===== src/rtl/i_decode.sv =====
// i_decode: ID stage of a 5-stage MIPS-style pipeline (regfile, control decode, ID/EX register).
// Latency: one cycle from IF_ID_* inputs to ID_EX_* outputs; STALL is combinational.
// Backpressure: STALL asks upstream to hold PC and IF/ID while a bubble is inserted; EX_MEM_PCSrc flushes.
//
// Ports:
//   CLK, RST                   clock, synchronous active-high reset
//   IF_ID_INSTR, IF_ID_NPC     instruction and PC+4 from the fetch stage
//   EX_MEM_PCSrc               taken-branch flush request
//   MEM_WB_RegWrite/WriteReg/WriteData   register file write port
//   STALL                      load-use hazard indication
//   ID_EX_*                    registered decode results for the execute stage
module i_decode (
  input  logic        CLK,
  input  logic        RST,
  input  logic [31:0] IF_ID_INSTR,
  input  logic [31:0] IF_ID_NPC,
  input  logic        EX_MEM_PCSrc,
  input  logic        MEM_WB_RegWrite,
  input  logic [4:0]  MEM_WB_WriteReg,
  input  logic [31:0] MEM_WB_WriteData,
  output logic        STALL,
  output logic [31:0] ID_EX_NPC,
  output logic [31:0] ID_EX_A,
  output logic [31:0] ID_EX_B,
  output logic [31:0] ID_EX_IMM,
  output logic [4:0]  ID_EX_RT,
  output logic [4:0]  ID_EX_RD,
  output logic [1:0]  ID_EX_WB,
  output logic [2:0]  ID_EX_M,
  output logic [3:0]  ID_EX_EX
);

  localparam logic [5:0] OP_RTYPE = 6'h00;
  localparam logic [5:0] OP_LW    = 6'h23;
  localparam logic [5:0] OP_SW    = 6'h2B;
  localparam logic [5:0] OP_BEQ   = 6'h04;

  // Instruction fields
  logic [5:0]  opcode;
  logic [4:0]  rs_idx;
  logic [4:0]  rt_idx;
  logic [4:0]  rd_idx;
  logic [31:0] imm_ext;

  assign opcode  = IF_ID_INSTR[31:26];
  assign rs_idx  = IF_ID_INSTR[25:21];
  assign rt_idx  = IF_ID_INSTR[20:16];
  assign rd_idx  = IF_ID_INSTR[15:11];
  assign imm_ext = {{16{IF_ID_INSTR[15]}}, IF_ID_INSTR[15:0]};

  // Register file
  logic [31:0] regs [32];
  logic        wr_en;
  logic [31:0] rs_val;
  logic [31:0] rt_val;

  // Register 0 is never written, so it only ever holds its reset value of 0.
  assign wr_en = MEM_WB_RegWrite && (MEM_WB_WriteReg != 5'd0);

  always_ff @(posedge CLK) begin
    if (RST) begin
      for (int i = 0; i < 32; i++) begin
        regs[i] <= 32'd0;
      end
    end else if (wr_en) begin
      regs[MEM_WB_WriteReg] <= MEM_WB_WriteData;
    end
  end

  // Read ports: write-through bypass so an instruction decoded in the same
  // cycle as the writeback of its source sees the new value.
  always_comb begin
    rs_val = regs[rs_idx];
    if (rs_idx == 5'd0) begin
      rs_val = 32'd0;
    end else if (wr_en && (MEM_WB_WriteReg == rs_idx)) begin
      rs_val = MEM_WB_WriteData;
    end
  end

  always_comb begin
    rt_val = regs[rt_idx];
    if (rt_idx == 5'd0) begin
      rt_val = 32'd0;
    end else if (wr_en && (MEM_WB_WriteReg == rt_idx)) begin
      rt_val = MEM_WB_WriteData;
    end
  end

  // Control decode: WB = {RegWrite, MemtoReg}, M = {Branch, MemRead, MemWrite},
  // EX = {RegDst, ALUOp[1:0], ALUSrc}.
  logic [1:0] dec_wb;
  logic [2:0] dec_m;
  logic [3:0] dec_ex;

  always_comb begin
    dec_wb = 2'b00;
    dec_m  = 3'b000;
    dec_ex = 4'b0000;
    case (opcode)
      OP_RTYPE: begin
        dec_wb = 2'b10;
        dec_m  = 3'b000;
        dec_ex = 4'b1100;
      end
      OP_LW: begin
        dec_wb = 2'b11;
        dec_m  = 3'b010;
        dec_ex = 4'b0001;
      end
      OP_SW: begin
        dec_wb = 2'b00;
        dec_m  = 3'b001;
        dec_ex = 4'b0001;
      end
      OP_BEQ: begin
        dec_wb = 2'b00;
        dec_m  = 3'b100;
        dec_ex = 4'b0010;
      end
      default: begin
        dec_wb = 2'b00;
        dec_m  = 3'b000;
        dec_ex = 4'b0000;
      end
    endcase
  end

  // Load-use hazard: the lw now in EX writes a register this instruction reads.
  // A pending flush discards this instruction anyway, so no stall is needed.
  // The bubble zeroes ID_EX_M, so the stall self-clears after one cycle.
  logic load_use;

  assign load_use = ID_EX_M[1] && (ID_EX_RT != 5'd0) &&
                    ((ID_EX_RT == rs_idx) || (ID_EX_RT == rt_idx));
  assign STALL    = load_use && !EX_MEM_PCSrc;

  // ID/EX pipeline register: reset > flush > stall bubble > normal load.
  always_ff @(posedge CLK) begin
    if (RST || EX_MEM_PCSrc) begin
      ID_EX_NPC <= 32'd0;
      ID_EX_A   <= 32'd0;
      ID_EX_B   <= 32'd0;
      ID_EX_IMM <= 32'd0;
      ID_EX_RT  <= 5'd0;
      ID_EX_RD  <= 5'd0;
      ID_EX_WB  <= 2'b00;
      ID_EX_M   <= 3'b000;
      ID_EX_EX  <= 4'b0000;
    end else begin
      // Data fields load even while stalled; only control is squashed.
      ID_EX_NPC <= IF_ID_NPC;
      ID_EX_A   <= rs_val;
      ID_EX_B   <= rt_val;
      ID_EX_IMM <= imm_ext;
      ID_EX_RT  <= rt_idx;
      ID_EX_RD  <= rd_idx;
      if (STALL) begin
        ID_EX_WB <= 2'b00;
        ID_EX_M  <= 3'b000;
        ID_EX_EX <= 4'b0000;
      end else begin
        ID_EX_WB <= dec_wb;
        ID_EX_M  <= dec_m;
        ID_EX_EX <= dec_ex;
      end
    end
  end

endmodule


===== config.mk =====
export PLATFORM = sky130hd
export DESIGN_NAME = i_decode
export DESIGN_NICKNAME = d
export VERILOG_FILES = /design/src/rtl/i_decode.sv
export SDC_FILE = /design/constraint.sdc
export NUM_CORES = 2
export LEC_CHECK = 0
export CORE_MARGIN = 5
export CORE_UTILIZATION = 38
export DETAILED_ROUTE_END_ITERATION = 16
export HOLD_SLACK_MARGIN = 0.06
export SLEW_MARGIN = 20
export SYNTH_ARGS = -nofsm -noshare
export SYNTH_HDL_FRONTEND = slang
export SYNTH_SLANG_ARGS = --single-unit

===== constraint.sdc =====
create_clock -name CLK -period 6.55 [get_ports CLK]
set_input_delay 0.655 -clock CLK [delete_from_list [all_inputs] [get_ports CLK]]
set_output_delay 0.655 -clock CLK [all_outputs]
set_load 0.005 [all_outputs]

==> run metrics <==
HPWL after DPL=around 120000 um; Worst-Skew Late Latency=780 ps; status=complete, no violations; Synth Area in Compound Gates=just over 5%; first-pass GRT wire length=around 270000 um; YS warnings=0; Crit path max-delay family=buffers and inverters; Worst-Margin Slew=~1100 ps; # hold bufs at CTS=0; Detail Route Antenna Nets=0; # DRC=0; Port Buffers=252; Cells after DPL=slightly below 6000; CP Launch Type=input pin; H-tree depth=4; Final Core Density=between 40 and 50%; Cell Pwr Density=269.9 nW/um^2; GRT Residual Overflow=0; Fin Setup TNS=0 ps; Seq cells post-synth=~1100; Tmin final=between 3000 and 4000 ps; clk root buf=clkbuf_16; clock share of power=about two fifths; Die W=399.9 um; crit path DAT=between 3000 and 4000 ps; fin crit share=between 50 and 60%; Setup Viol. Count Final=0; combinational fraction of design power=10.6%; leakage power=between 0.02 and 0.025 uW; Starting Density=a little under two fifths; P_sw=between 4000 and 5000 uW; Setup Buffers After CTS=0; Int Power=13650 uW; post-synthesis cell area=between 50000 and 60000 um^2; Setup WS pre-CTS=around 2300 ps; synthesized instance count=around 3800; TritonRoute pass-1 iters=5; share of cells above drive strength 1=between 20 and 25%; Flop pwr share=between 40% and 50%; Clock transition at path regs=roughly 60 ps; Syn-to-layout area delta=15.61%; CTS Buffer Depth=3; CTS buffer count=roughly 130; sw frac=around 24%; DR WL/cell=31.86 um; clock skew=roughly 27 ps; row count=~140; average size of a mapped cell=~15 um^2; post-cts resize count=0; Distinct cells, synth=a little over 40; Final #Nets=4041; TritonCTS clock tree=yes; CP max FO=19; vias in the first global route=~36000; worst path cell trace=buf_2 > buf_4 > xor2_1 > nor3_1 > a22oi_1 > nor2_1 > clkdlybuf4s50_1; Synth Area in Simple Gates=12.95%; drt initial violations=approximately 4400; sequential share of the synthesized area=between 50% and 60%; Core Area=around 150000 um^2; largest family of logic cells by synthesized area=multiplexers; fillcell total=13330; WHS Path Cells=2; most common cell after layout, fill and taps aside=and2_1; Slew HR=approximately 28%; die height=roughly 400 um; Total GRT Usage=around 24%; die footprint=between 150000 and 200000 um^2; Ports=between 200 and 300; Sinks on Clock Net=between 1000 and 1500; Max Slew Vio Count=0; max-cap check violation count=0; most frequent cells in the layout=and2_1, edfxtp_1, mux4_2; WL final=between 150000 and 200000 um; CP Depth=7; fin cells=6079; initial antenna violation count=9; WS Path Type=input pin to output pin; largest net degree at the start of global routing=about 110; Worst path slowest cell=buf_2; Fin. Hold Viols=0; Worst EP required=about 6000 ps; Hold Path Class=input pin to register; highest clock rate=around 260 MHz; Post-Synth Adder-Cell Area=0%; total power=18030 uW; gpl congestion=0.8127; worst-case reg-to-reg path depth=5; Setup WS post-layout=2747 ps; vias=between 30000 and 40000; RSZ-0062 raised after global routing=no; CP peak stage delay=530 ps; vias per cell=roughly 5.9; CP endpoint kind=output pin; mux contribution to synthesized area=between 20% and 30%; worst path bufs/invs=3; VDD IR max=about 0.28 mV; XOR/XNOR Fraction of Synth Area=less than 1%
worst paths after layout:
path | slack [ps] | from | to
hold / removal | 320 | IF_ID_INSTR[19] | ID_EX_RT[3]
setup reg to reg | 4070 | ID_EX_RT[4] | ID_EX_M[2]
setup / recovery | 2750 | IF_ID_INSTR[23] | STALL
hold reg to reg | 850 | regs[7][24] | ID_EX_A[24]
logic make-up after synthesis:
family                    count (synthesis)
other                                     1
xor gates and xnor gates                 20
and+or+nand+nor                        1226
muxes                                   608
DFF                                    1148
AOI/OAI and AO/OA                       394
buffers and inverters                   430
metrics by stage:
| step | hold slack [ps] | instance area [um^2] |
|---|---|---|
| finish | 322.4 | 66800 |
| global route | 282.3 | 66790 |
| global placement | 816.3 | 62460 |
| floorplan | 727.4 | 57890 |
| detailed placement | 826.3 | 62480 |
| CTS | 275.6 | 66860 |
cell usage after synthesis, drive strengths merged:
cell type | number | area (um^2)
and2 | 1047 | 6550
edfxtp | 1024 | 30750
mux4 | 480 | 10810
clkbuf | 306 | 1149
a22oi | 161 | 1209
mux2i | 128 | 1281
dfxtp | 124 | 2482
buf | 120 | 693.2
nor2 | 75 | 281.5
a21oi | 64 | 320.3
a221oi | 64 | 560.5
nor2b | 37 | 231.5
o21ai | 34 | 170.2
a211o | 32 | 280.3
a221o | 32 | 320.3
or2 | 31 | 193.9
xnor2 | 10 | 87.58
xor2 | 10 | 87.58
nor3 | 7 | 35.03
nand2 | 5 | 18.77
nand3 | 5 | 25.02
nand3b | 5 | 37.54
inv | 4 | 15.01
nor4 | 4 | 25.02
o31ai | 3 | 46.29
o211ai | 2 | 15.01
or3 | 2 | 12.51
or3b | 2 | 17.52
a211oi | 1 | 7.510
and2b | 1 | 7.510
and4 | 1 | 8.760
conb | 1 | 3.750
nand2b | 1 | 6.260
nand4bb | 1 | 11.26
nor4bb | 1 | 10.01
o311ai | 1 | 8.760
or4 | 1 | 7.510
sequential cells by signal, indices dropped and copies added (netlist names):
register / count
ID_EX_NPC: 32
ID_EX_RD: 5
ID_EX_IMM: 11
regs: 1024
ID_EX_WB: 2
ID_EX_A: 32
ID_EX_EX: 3
ID_EX_M: 2
ID_EX_RT: 5
ID_EX_B: 32
power by group through the flow:
stage | Combinational (uW) | Clock, uW | Sequential (uW)
finish | 1910 | 7540 | 8580
global placement | 1900 | 0 | 8710
global route | 1990 | 7940 | 8620
floorplan | 1160 | 0 | 8640
detailed placement | 1910 | 0 | 8730
CTS | 1910 | 7660 | 8580
layout make-up:
| class | count | area [um^2] | area share (%) |
|---|---|---|---|
| Clock inverter | 68 | 696.9 | 1.043 |
| Sequential cell | 1148 | 33230 | 49.75 |
| Multi-Input combinational cell | 2280 | 23180 | 34.70 |
| Tap cell | 2030 | 2540 | 3.802 |
| Inverter | 4 | 15.01 | 0.02248 |
| Antenna cell | 5 | 12.51 | 0.01873 |
| Timing Repair Buffer | 368 | 3446 | 5.159 |
| Clock buffer | 176 | 3676 | 5.503 |
metal layers:
| layer | GRT usage, % | part of all wire (%) | vias up |
|---|---|---|---|
| li1 | - | - | 14870 |
| met4 | 7.818 | 3.5 | 2 |
| met1 | 32.58 | 40 | 18910 |
| met3 | 4.593 | 8.9 | 348 |
| met5 | 0 | 0.0067 | - |
| met2 | 39.14 | 48 | 1922 |
No activity file was read; power rests on OpenSTA's default activity.
